===== src/rtl/io_hub_pkg.sv =====
// Shared constants for io_hub: register byte offsets, TCTRL bit positions and the
// active-low hex-to-7-segment table ({g,f,e,d,c,b,a}).
package io_hub_pkg;

  localparam logic [7:0] OffSw     = 8'h00;
  localparam logic [7:0] OffKey    = 8'h04;
  localparam logic [7:0] OffKeyEvt = 8'h08;
  localparam logic [7:0] OffLed    = 8'h0C;
  localparam logic [7:0] OffSeg0   = 8'h10;
  localparam logic [7:0] OffTcnt   = 8'h30;
  localparam logic [7:0] OffTcmp   = 8'h34;
  localparam logic [7:0] OffTctrl  = 8'h38;

  localparam int unsigned TctrlEn  = 0;
  localparam int unsigned TctrlAr  = 1;
  localparam int unsigned TctrlIe  = 2;
  localparam int unsigned TctrlExp = 3;

  localparam logic [6:0] SegBlank = 7'h7F;

  // Index 15 first: F, E, d, C, b, A, 9 .. 0.
  localparam logic [15:0][6:0] SegTable = {
    7'h0E, 7'h06, 7'h21, 7'h46, 7'h03, 7'h08, 7'h10, 7'h00,
    7'h78, 7'h02, 7'h12, 7'h19, 7'h30, 7'h24, 7'h79, 7'h40
  };

  // Bit 4 of a digit register blanks the digit.
  function automatic logic [6:0] seg_decode(input logic [4:0] v);
    return v[4] ? SegBlank : SegTable[v[3:0]];
  endfunction

endpackage


===== src/rtl/io_hub_if.sv =====
// CPU data-port bus as seen by io_hub: address/store data in, load data out, and the
// store strobe / read data toward data memory.
interface io_hub_if;
  logic [31:0] addr;
  logic [31:0] wdata;
  logic        cpu_we;
  logic [31:0] cpu_rdata;
  logic        dmem_we;
  logic [31:0] dmem_rdata;

  modport master (
    output addr, wdata, cpu_we, dmem_rdata,
    input  cpu_rdata, dmem_we
  );

  modport slave (
    input  addr, wdata, cpu_we, dmem_rdata,
    output cpu_rdata, dmem_we
  );
endinterface


===== src/rtl/key_debounce.sv =====
// Single-key debouncer: accepts a new level after DEB_CYCLES consecutive differing
// samples; press pulses on the edge where a 0->1 change is accepted.
module key_debounce #(
  parameter int unsigned DEB_CYCLES = 50000
) (
  input  logic clock,
  input  logic resetn,
  input  logic din,
  output logic level,
  output logic press
);

  localparam int unsigned CntW = $clog2(DEB_CYCLES);

  logic [CntW-1:0] cnt_q, cnt_d;
  logic            level_q, level_d;
  logic            differ, done;

  assign differ = (din != level_q);
  assign done   = differ && (cnt_q == CntW'(DEB_CYCLES - 1));

  always_comb begin
    cnt_d   = '0;
    level_d = level_q;
    if (done) begin
      level_d = din;
    end else if (differ) begin
      cnt_d = cnt_q + CntW'(1);
    end
  end

  always_ff @(posedge clock or negedge resetn) begin
    if (!resetn) begin
      cnt_q   <= '0;
      level_q <= 1'b0;
    end else begin
      cnt_q   <= cnt_d;
      level_q <= level_d;
    end
  end

  assign level = level_q;
  assign press = done & din;

endmodule


===== src/rtl/io_hub.sv =====
// Memory-mapped I/O hub: splits CPU data accesses between data memory and the I/O
// register window. Define IO_HUB_TIMER_EN to build the compare timer at 0x30-0x38.
module io_hub
  import io_hub_pkg::*;
#(
  parameter logic [31:0] IO_BASE    = 32'hFFFF_FF00,
  parameter int unsigned N_SW       = 10,
  parameter int unsigned N_KEY      = 4,
  parameter int unsigned N_LED      = 10,
  parameter int unsigned N_SEG      = 6,
  parameter int unsigned DEB_CYCLES = 50000
) (
  input  logic               clock,
  input  logic               resetn,
  io_hub_if.slave            bus,
  input  logic [N_SW-1:0]    sw_i,
  input  logic [N_KEY-1:0]   key_i,
  output logic [N_LED-1:0]   led_o,
  output logic [7*N_SEG-1:0] seg_o,
  output logic               timer_irq_o
);

  logic       hit, wr;
  logic [7:0] off;
  logic       unused_bits;

  assign hit         = (bus.addr[31:8] == IO_BASE[31:8]);
  assign off         = {bus.addr[7:2], 2'b00};
  assign wr          = bus.cpu_we & hit;
  assign bus.dmem_we = bus.cpu_we & ~hit;
  assign unused_bits = ^{bus.addr[1:0], bus.wdata};

  // Input synchronisers; raw keys are active-low so released is all ones.
  logic [N_SW-1:0]  sw_s1_q, sw_s_q;
  logic [N_KEY-1:0] key_s1_q, key_s_q;

  always_ff @(posedge clock or negedge resetn) begin
    if (!resetn) begin
      sw_s1_q  <= '0;
      sw_s_q   <= '0;
      key_s1_q <= '1;
      key_s_q  <= '1;
    end else begin
      sw_s1_q  <= sw_i;
      sw_s_q   <= sw_s1_q;
      key_s1_q <= key_i;
      key_s_q  <= key_s1_q;
    end
  end

  logic [N_KEY-1:0] key_lvl, key_press;

  for (genvar k = 0; k < N_KEY; k++) begin : g_deb
    key_debounce #(
      .DEB_CYCLES(DEB_CYCLES)
    ) u_deb (
      .clock (clock),
      .resetn(resetn),
      .din   (~key_s_q[k]),
      .level (key_lvl[k]),
      .press (key_press[k])
    );
  end

  logic [N_KEY-1:0] evt_q, evt_d;
  logic [N_LED-1:0] led_q, led_d;
  logic [4:0]       seg_q [N_SEG];
  logic [4:0]       seg_d [N_SEG];

  // A fresh press beats a W1C clear of the same bit.
  always_comb begin
    evt_d = evt_q;
    if (wr && (off == OffKeyEvt)) begin
      evt_d = evt_q & ~bus.wdata[N_KEY-1:0];
    end
    evt_d = evt_d | key_press;

    led_d = led_q;
    if (wr && (off == OffLed)) begin
      led_d = bus.wdata[N_LED-1:0];
    end

    for (int i = 0; i < N_SEG; i++) begin
      seg_d[i] = seg_q[i];
      if (wr && (off == OffSeg0 + 8'(4 * i))) begin
        seg_d[i] = bus.wdata[4:0];
      end
    end
  end

  always_ff @(posedge clock or negedge resetn) begin
    if (!resetn) begin
      evt_q <= '0;
      led_q <= '0;
      for (int i = 0; i < N_SEG; i++) begin
        seg_q[i] <= 5'h10;
      end
    end else begin
      evt_q <= evt_d;
      led_q <= led_d;
      for (int i = 0; i < N_SEG; i++) begin
        seg_q[i] <= seg_d[i];
      end
    end
  end

  assign led_o = led_q;

  always_comb begin
    seg_o = '1;
    for (int i = 0; i < N_SEG; i++) begin
      seg_o[7*i +: 7] = seg_decode(seg_q[i]);
    end
  end

`ifdef IO_HUB_TIMER_EN
  logic [31:0] tcnt_q, tcnt_d, tcmp_q, tcmp_d;
  logic [3:0]  tctrl_q, tctrl_d;
  logic        match;

  assign match = tctrl_q[TctrlEn] && (tcnt_q == tcmp_q);

  // CPU writes override the counter's own update for the written fields only.
  always_comb begin
    tcnt_d  = tcnt_q;
    tcmp_d  = tcmp_q;
    tctrl_d = tctrl_q;
    if (match) begin
      if (tctrl_q[TctrlAr]) begin
        tcnt_d = '0;
      end else begin
        tctrl_d[TctrlEn] = 1'b0;
      end
    end else if (tctrl_q[TctrlEn]) begin
      tcnt_d = tcnt_q + 32'd1;
    end
    if (wr && (off == OffTcnt)) begin
      tcnt_d = bus.wdata;
    end
    if (wr && (off == OffTcmp)) begin
      tcmp_d = bus.wdata;
    end
    if (wr && (off == OffTctrl)) begin
      tctrl_d[TctrlEn] = bus.wdata[TctrlEn];
      tctrl_d[TctrlAr] = bus.wdata[TctrlAr];
      tctrl_d[TctrlIe] = bus.wdata[TctrlIe];
      if (bus.wdata[TctrlExp]) begin
        tctrl_d[TctrlExp] = 1'b0;
      end
    end
    if (match) begin
      tctrl_d[TctrlExp] = 1'b1;
    end
  end

  always_ff @(posedge clock or negedge resetn) begin
    if (!resetn) begin
      tcnt_q  <= '0;
      tcmp_q  <= '0;
      tctrl_q <= '0;
    end else begin
      tcnt_q  <= tcnt_d;
      tcmp_q  <= tcmp_d;
      tctrl_q <= tctrl_d;
    end
  end

  assign timer_irq_o = tctrl_q[TctrlExp] & tctrl_q[TctrlIe];
`else
  assign timer_irq_o = 1'b0;
`endif

  logic [31:0] rdata;

  always_comb begin
    rdata = '0;
    case (off)
      OffSw:     rdata[N_SW-1:0]  = sw_s_q;
      OffKey:    rdata[N_KEY-1:0] = key_lvl;
      OffKeyEvt: rdata[N_KEY-1:0] = evt_q;
      OffLed:    rdata[N_LED-1:0] = led_q;
`ifdef IO_HUB_TIMER_EN
      OffTcnt:   rdata            = tcnt_q;
      OffTcmp:   rdata            = tcmp_q;
      OffTctrl:  rdata[3:0]       = tctrl_q;
`endif
      default: begin
        for (int i = 0; i < N_SEG; i++) begin
          if (off == OffSeg0 + 8'(4 * i)) begin
            rdata[4:0] = seg_q[i];
          end
        end
      end
    endcase
  end

  assign bus.cpu_rdata = hit ? rdata : bus.dmem_rdata;

endmodule

===== src/flat_wrapper.sv =====
// flat-port wrapper written by rule: the top's interface ports become plain ports
module io_hub_flat import io_hub_pkg::*;
#(
  parameter logic [31:0] IO_BASE    = 32'hFFFF_FF00,
  parameter int unsigned N_SW       = 10,
  parameter int unsigned N_KEY      = 4,
  parameter int unsigned N_LED      = 10,
  parameter int unsigned N_SEG      = 6,
  parameter int unsigned DEB_CYCLES = 50000
)
  (clock, resetn, sw_i, key_i, led_o, seg_o, timer_irq_o, bus_addr, bus_wdata, bus_cpu_we, bus_dmem_rdata, bus_cpu_rdata, bus_dmem_we);
  io_hub_if bus_i ();
  input  logic clock;
  input  logic resetn;
  input  logic [N_SW-1:0] sw_i;
  input  logic [N_KEY-1:0] key_i;
  output logic [N_LED-1:0] led_o;
  output logic [7*N_SEG-1:0] seg_o;
  output logic timer_irq_o;
  input wire logic [$bits(bus_i.addr)-1:0] bus_addr;
  input wire logic [$bits(bus_i.wdata)-1:0] bus_wdata;
  input wire logic [$bits(bus_i.cpu_we)-1:0] bus_cpu_we;
  input wire logic [$bits(bus_i.dmem_rdata)-1:0] bus_dmem_rdata;
  output wire logic [$bits(bus_i.cpu_rdata)-1:0] bus_cpu_rdata;
  output wire logic [$bits(bus_i.dmem_we)-1:0] bus_dmem_we;
  assign bus_i.addr = bus_addr;
  assign bus_i.wdata = bus_wdata;
  assign bus_i.cpu_we = bus_cpu_we;
  assign bus_i.dmem_rdata = bus_dmem_rdata;
  assign bus_cpu_rdata = bus_i.cpu_rdata;
  assign bus_dmem_we = bus_i.dmem_we;
  io_hub #(.IO_BASE(IO_BASE), .N_SW(N_SW), .N_KEY(N_KEY), .N_LED(N_LED), .N_SEG(N_SEG), .DEB_CYCLES(DEB_CYCLES)) u_core (.clock(clock), .resetn(resetn), .bus(bus_i), .sw_i(sw_i), .key_i(key_i), .led_o(led_o), .seg_o(seg_o), .timer_irq_o(timer_irq_o));
endmodule

===== config.mk =====
export PLATFORM = sky130hd
export DESIGN_NAME = io_hub_flat
export DESIGN_NICKNAME = d
export VERILOG_FILES = /design/src/rtl/io_hub_pkg.sv /design/src/rtl/io_hub_if.sv /design/src/rtl/key_debounce.sv /design/src/rtl/io_hub.sv /design/src/flat_wrapper.sv
export SDC_FILE = /design/constraint.sdc
export NUM_CORES = 1
export LEC_CHECK = 0
export ABC_CLOCK_PERIOD_IN_PS = 3100
export CAP_MARGIN = 20
export CORE_MARGIN = 2
export CORE_UTILIZATION = 25
export CTS_BUF_LIST = sky130_fd_sc_hd__clkbuf_16
export DETAILED_ROUTE_END_ITERATION = 10
export GPL_ROUTABILITY_DRIVEN = 0
export PLACE_DENSITY = 0.56
export SYNTH_ARGS = -nofsm -noshare
export SYNTH_HDL_FRONTEND = slang
export SYNTH_SLANG_ARGS = --single-unit

===== constraint.sdc =====
create_clock -name clock -period 3.1 [get_ports clock]
set_clock_uncertainty 0.05 [all_clocks]
set_input_delay 0.775 -clock clock [delete_from_list [all_inputs] [get_ports clock]]
set_output_delay 0.775 -clock clock [all_outputs]
set_load 0.02 [all_outputs]

==> reports/summary.json, run 1 <==
{
  "run_status": {
    "status": "complete, but fails checks",
    "failing_checks": "setup timing"
  },
  "place": {
    "standard_cell_area_after_detailed_placement_um2": 11000,
    "pre_cts_slack_ns": -0.934,
    "placedCellCount": 1440,
    "dp.final_hpwl_mm": 17.2,
    "port_buffers": 173
  },
  "global_routing": {
    "grt_overflow_total": 0,
    "grt_antenna_before_repair": 1,
    "grt_pass1_vias": 6858,
    "overall_global_routing_resource_usage_pct": 13.7,
    "grt_start_max_net_pins": 59,
    "grt_pass1_wl_mm": 38.0
  },
  "pwr": {
    "power_density_nw_per_um2": 370,
    "vdd_drop_max_uv": 262,
    "cellLeakagePower_nw": 5.24
  },
  "setup_path": {
    "crit_path_max_incr_delay_ns": 0.54,
    "worst_setup_path_start_kind": "input pin",
    "crit_path_cell_trace": "buf_6, or4_4, buf_12, a311oi_4, a221oi_4, mux2_4, buf_6",
    "regToRegStartpoint": "u_core.g_deb[3].u_deb.cnt_q[4]",
    "worst_path_dominant_cell_family": "simple AND/OR/NAND/NOR gates",
    "worst_r2r_path_depth": 4,
    "worst-path-buf-inv": 3,
    "worstPathRequired_ns": 2.27,
    "timing.critical_path.arrival_ns": 2.34,
    "critical_path.endpoint_type": "output port",
    "crit_slowest_cell": "or4_4",
    "ff2ff_setup_slack_ns": 0.94,
    "regToRegEndpoint": "u_core.g_deb[3].u_deb.cnt_q[7]",
    "critical_path.most_common_cell": "buf_6",
    "path_type_of_the_worst_setup_path": "in2out",
    "critical_path_peak_fanout": 5
  },
  "worst_hold_path": {
    "worst_hold_path_type": "in2async"
  },
  "timing": {
    "tightest_slew_ns": 0.545,
    "total_setup_violations_reported_at_the_end_of_the_flow": 8,
    "maxSlewViolCount": 0,
    "rsz0062_at_grt": "yes",
    "timing.final.hold_violations": 0,
    "max_slew_margin_pct": 63.7,
    "min_period_over_period_pct": 102,
    "fmax_mhz": 316,
    "final_critical_path_setup_slack_ns": -0.0633,
    "layout_min_cycle_time_ns": 3.16
  },
  "clock_network": {
    "inserted_clock_buffers": 17,
    "clock_tree.root_cell": "clkbuf_16",
    "numClockSinks": 140,
    "cts_max_path_buffers": 2,
    "worst_skew_pair.late_latency_ns": 0.42,
    "htreeDepth": 4,
    "tritoncts": "yes",
    "clkSlewWorstSetupHoldPaths_ns": 0.06
  },
  "synth": {
    "syn-cell-area_um2": 8330,
    "synth_cell_type_count": 61,
    "postSynthRegisterBits": 140,
    "synth-async-reset-ratio_pct": 100,
    "synth.net_count": 955,
    "yosysWarningCount": 0,
    "synth-edff-count": 0,
    "netlist_instances": 802,
    "synth_seq_area_share_pct": 42.3,
    "synth_ff_type": "dfrtp_1",
    "syn_avg_cell_area_um2": 10.4
  },
  "final_layout": {
    "stdcell_count": 1497,
    "finalNetCount": 1193,
    "area.growth.synth_to_final_pct": 44.1,
    "fillCellCount": 3304,
    "final_layout_size_suffix_gt1_share_pct": 30.5,
    "finish.instance_area_um2": 12000
  },
  "die": {
    "die_height_um": 186,
    "die_w_um": 186,
    "core_region_area_um2": 32700,
    "floorplan.initialDensity_pct": 25.5,
    "dieArea_um2": 34800,
    "floorplan.rows": 66,
    "ioPinCount": 199
  },
  "drt": {
    "starting_drc_count_in_detailed_routing": 308,
    "drt-total-wl_mm": 24.0,
    "drc": 0,
    "drtPass1Iterations": 4,
    "route.detailed.vias_per_inst": 4.61,
    "routed_wire_length_per_instance_um": 16.0,
    "ant_nets": 0,
    "num_vias": 6900
  },
  "flow_run": {
    "cap_viol_max_count": 0
  }
}
[power breakdown]
| group | leakage (nW) | switching, mW | internal [mW] |
|---|---|---|---|
| Sequential | 1.84 | 0.0225 | 1.86 |
| Clock | 0.306 | 0.869 | 1.30 |
| Combinational | 3.09 | 0.185 | 0.197 |
| Total | 5.24 | 1.08 | 3.36 |
[repair_timing]
item	4_1_cts	5_1_grt
gates cloned	5	0
buffers inserted	19	4
hold buffers	0	0
pin swaps	26	6
endpoints found under the hold margin	0	0
gates resized for setup	298	57
endpoints found under the setup margin	52	40
[cell usage after synthesis (all sizes together) (2+ instances only)]
library cell | number | share of area, %
nor4 | 15 | 1.4
a221o | 11 | 1.3
a22o | 5 | 0.53
a221oi | 5 | 0.53
a21oi | 16 | 0.96
nand3 | 20 | 1.3
o31ai | 3 | 0.27
or4 | 7 | 0.72
nor2b | 8 | 0.60
a211o | 8 | 0.84
inv | 36 | 1.6
a21o | 2 | 0.18
nor2 | 95 | 4.3
dfstp | 14 | 4.4
xor2 | 12 | 1.3
mux2 | 57 | 7.7
nor4b | 5 | 0.78
or3 | 10 | 0.81
and2 | 29 | 2.2
clkbuf | 20 | 0.90
or4b | 2 | 0.24
nand4 | 28 | 2.3
xnor2 | 38 | 4.0
ha | 40 | 6.0
and4 | 2 | 0.21
nand2b | 5 | 0.38
nor3 | 18 | 1.1
dfrtp | 126 | 38
a31oi | 11 | 0.83
nor4bb | 6 | 0.72
nor3b | 2 | 0.18
buf | 17 | 1.0
mux2i | 23 | 2.8
o21ai | 34 | 2.2
nand2 | 32 | 1.4
mux4 | 15 | 4.1
and3 | 9 | 0.68
or2 | 9 | 0.71
[per-layer routing]
metal	track usage (%)	vias up	share of wire [%]
li1	-	3355	-
met1	17.6	3322	44
met2	22.6	189	48
met3	3.29	34	5.0
met4	4.91	0	2.7
met5	0	-	0
[kinds of logic after synthesis]
logic type	count (synthesis)	synth area share (%)
simple gates	305	20.3
flops	140	42.3
compound gates	98	7.97
mux	95	14.5
buf+inv	73	3.55
xor+xnor	50	5.26
fa+ha+maj	40	6.01
other cells	1	0.0450
[flip-flops by register name, summed over array words and instances (netlist names)]
name and count:
u_core.key_s_q 4, u_core.led_o 10, u_core.g_deb.u_deb.cnt_q 64, u_core.sw_s_q 10
u_core.seg_q 30, u_core.sw_s1_q 10, u_core.evt_q 4, u_core.key_s1_q 4
u_core.g_deb.u_deb.level 4
[area by class of cell]
cell class	instances	area (µm²)	share of cell area, %
antenna	2	5.00	0.0417
tap	442	553	4.61
clock buffer	17	425	3.55
multi-input combinational	589	4770	39.7
clock inverter	15	201	1.68
inverter	36	135	1.13
timing repair buffer	256	2390	19.9
sequential	140	3520	29.3
[how the worst max path moves through the flow]
stage / start / end / slack, ns / cells after the start
4_1_cts: bus_addr[7] / bus_cpu_rdata[8] / -0.06 / 8
6_report: bus_addr[7] / bus_cpu_rdata[4] / -0.06 / 7
2_1_floorplan: bus_addr[2] / bus_cpu_rdata[2] / 0.09 / 6
3_5_place_dp: bus_addr[5] / bus_cpu_rdata[4] / -0.93 / 8
5_1_grt: bus_addr[7] / bus_cpu_rdata[4] / -0.08 / 7
3_3_place_gp: bus_addr[5] / bus_cpu_rdata[7] / -0.92 / 8
[stage by stage]
stage / hold slack (ns) / total power, mW / TNS (ns) / util [%]
finish: 0.273 / 4.44 / -0.163 / 36.7
global route: 0.306 / 4.62 / -0.586 / 36.7
CTS: 0.287 / 4.49 / -0.320 / 36.6
detailed placement: 0.285 / 2.29 / -24.57 / 33.5
global placement: 0.284 / 2.29 / -24.86 / 33.5
floorplan: 0.281 / 2.03 / 0 / -
[placed cells by master (no fill, tap or decap), drive strengths merged, types with 29 or more instances in the layout]
cell and count:
dfrtp 126, mux2 57, inv 45, ha 40, nand2 32, nor2 95, buf 130, and2 29
clkbuf 30, xnor2 38, clkdlybuf4s50 86, o21ai 34
Note: power is estimated with default switching activity, not from simulation.
==> run 2, diff against run 1 <==
CORE_ASPECT_RATIO = 0.6   (was default)
==> run 2 against run 1 <==
The run now ends clean. Sequential share of layout area grew 0.17 points. Worst setup slack gained 0.081 ns. Via count shrank 0.97%. Combinational power is essentially flat. Power shrank 5.4%. Sequential power is essentially flat. Non-clock buffer count shrank 8. Largest cell class unchanged. Largest power group unchanged. Highest routed layer unchanged.
==> reports/summary.json, run 2 (synthesized netlist as in run 1, its figures left out) <==
{
  "run_status": {
    "status": "complete, no violations"
  },
  "timing": {
    "layout_min_cycle_time_ns": 3.08,
    "maxSlewViolCount": 0,
    "fmax_mhz": 324,
    "setup_tns_ns": 0,
    "tightest_slew_ns": 0.568,
    "rsz0062_at_grt": "yes",
    "timing.final.hold_violations": 0,
    "total_setup_violations_reported_at_the_end_of_the_flow": 0,
    "max_slew_margin_pct": 62.0,
    "min_period_over_period_pct": 99.4,
    "finalHoldWorstSlack_ns": 0.224
  },
  "setup_path": {
    "critical_path.most_common_cell": "buf_6",
    "timing.critical_path.arrival_ns": 2.26,
    "critical_path_peak_fanout": 6,
    "critical_path.endpoint_type": "output port",
    "path_type_of_the_worst_setup_path": "in2out",
    "worst_setup_path_start_kind": "input pin",
    "crit_path_cell_trace": "buf_4, buf_16, buf_6, mux4_2, nor2_2, a221oi_2, mux2_4, buf_6",
    "crit_slowest_cell": "mux4_2",
    "worstPathRequired_ns": 2.27,
    "crit_path_max_incr_delay_ns": 0.51
  },
  "pwr": {
    "switching_share_pct": 23.2,
    "pwr-share-seq_pct": 44.9,
    "power_density_nw_per_um2": 352,
    "cellLeakagePower_nw": 5.16,
    "p_int_mw": 3.23,
    "power_frac_clock_pct": 46.0,
    "comb_pwr_share_pct": 9.1,
    "p_sw_mw": 0.974,
    "vdd_drop_max_uv": 326
  },
  "final_layout": {
    "area.growth.synth_to_final_pct": 43.3,
    "most_common_cell_after_layout_fill_and_taps_aside": "dfrtp_1",
    "utilization_pct": 36.6,
    "antenna_cells": 0,
    "largest_register_ffs": 64,
    "finish.instance_area_um2": 11900,
    "stdcell_count": 1495,
    "register_containing_the_most_flip_flops_in_the_final_layout": "u_core.g_deb.u_deb.cnt_q",
    "final_layout_size_suffix_gt1_share_pct": 29.5,
    "most-common-layout-cells": "dfrtp_1 (124), nor2_1 (90), clkdlybuf4s50_1 (85), buf_4 (54), mux2_2 (51)",
    "finalNetCount": 1185,
    "layout_top_registers": "u_core.g_deb.u_deb.cnt_q: 64 flops, u_core.seg_q: 30 flops"
  },
  "place": {
    "port_buffers": 173,
    "dp.final_hpwl_mm": 17.7,
    "placedCellCount": 1450,
    "standard_cell_area_after_detailed_placement_um2": 11000
  },
  "drt": {
    "drc": 0,
    "route.detailed.vias_per_inst": 4.57,
    "num_vias": 6833,
    "ant_nets": 0,
    "drtPass1Iterations": 4,
    "routed_wire_length_per_instance_um": 15.9,
    "drt-total-wl_mm": 23.8,
    "starting_drc_count_in_detailed_routing": 302
  },
  "die": {
    "floorplan.rows": 51,
    "die_w_um": 240,
    "core_region_area_um2": 32600,
    "dieArea_um2": 34800,
    "ioPinCount": 199,
    "floorplan.initialDensity_pct": 25.5,
    "die_height_um": 145
  },
  "global_routing": {
    "grt_pass1_wl_mm": 37.3,
    "grt_pass1_vias": 6720,
    "grt_overflow_total": 0,
    "overall_global_routing_resource_usage_pct": 13.7,
    "grt_antenna_before_repair": 1,
    "grt_start_max_net_pins": 53
  },
  "clock_network": {
    "inserted_clock_buffers": 17,
    "worst_skew_pair.late_latency_ns": 0.44,
    "clkSlewWorstSetupHoldPaths_ns": 0.05,
    "postCtsHoldBufs": 0,
    "clock_tree.root_cell": "clkbuf_16",
    "numClockSinks": 140,
    "tritoncts": "yes",
    "cts_max_path_buffers": 2,
    "htreeDepth": 4
  },
  "worst_hold_path": {
    "worst_hold_path_type": "in2async"
  },
  "flow_run": {
    "cap_viol_max_count": 0
  }
}
-- run 2: changes by cell type in the layout (fill, tap and decap cells not counted), sizes merged --
cell / previous run / this run
clkinvlp: 1 / 4
clkbuf: 30 / 23
clkdlybuf4s50: 86 / 85
buf: 130 / 113
bufbuf: 1 / 2
clkdlybuf4s15: 1 / 17
diode: 2 / 0
clkinv: 2 / 6
bufinv: 3 / 2
inv: 45 / 39
-- run 2: critical path: cells and delay by family --
kind / cells / cell delay (ns)
compound gates: 1 / 0.05
buf+inv: 4 / 0.49
mux: 2 / 0.80
simple gates: 1 / 0.14
-- run 2: repair_timing --
action,in CTS,in global routing
pin swaps,22,11
buffers inserted,12,1
cloned,4,0
resized for setup,300,43
setup endpoints to repair,55,43
-- run 2: per-stage QoR --
stage | power [mW] | worst slack, ns
finish | 4.20 | 0.0177
global route | 4.38 | -0.0273
CTS | 4.24 | 0.00246
detailed placement | 2.29 | -0.949
global placement | 2.28 | -0.937
floorplan | 2.03 | 0.0914
-- run 2: final timing paths --
| check | from | end | slack (ns) | cells past startpoint |
|---|---|---|---|---|
| setup / recovery | bus_addr[2] | bus_cpu_rdata[1] | 0.02 | 8 |
| hold / removal | resetn | u_core.sw_s1_q[6] | 0.22 | 1 |
| setup reg to reg | u_core.g_deb[3].u_deb.cnt_q[4] | u_core.g_deb[3].u_deb.cnt_q[10] | 0.96 | 4 |
| hold reg to reg | u_core.sw_s1_q[5] | u_core.sw_s_q[5] | 0.30 | 0 |
| max in group asynchronous | resetn | u_core.seg_q[29] | 2.04 | 2 |
| min in group clock | u_core.sw_s1_q[5] | u_core.sw_s_q[5] | 0.30 | 0 |
-- run 2: power by group through the flow --
stage	sequential [mW]	combinational [mW]	clock, mW
2_1_floorplan	1.91	0.118	0
3_3_place_gp	1.92	0.365	0
3_5_place_dp	1.92	0.368	0
4_1_cts	1.89	0.380	1.98
5_1_grt	1.89	0.411	2.07
6_report	1.89	0.382	1.93
-- run 2: layer usage --
metal	track usage, %	part of all wire, %	wire length, µm	vias to the layer above
met4	3.00	0.66	157	0
met2	20.4	44	10500	155
met5	0	0	0	-
li1	-	-	-	3336
met3	3.58	4.9	1170	11
met1	20.0	50	12000	3331
-- run 2: layout make-up --
type | count | area (µm²)
clock inverter | 15 | 131
inverter | 36 | 135
sequential | 140 | 3520
clock buffer | 17 | 425
timing repair buffer | 248 | 2400
multi-input combinational | 589 | 4750
tap | 450 | 563
fill | 3238 | 20700
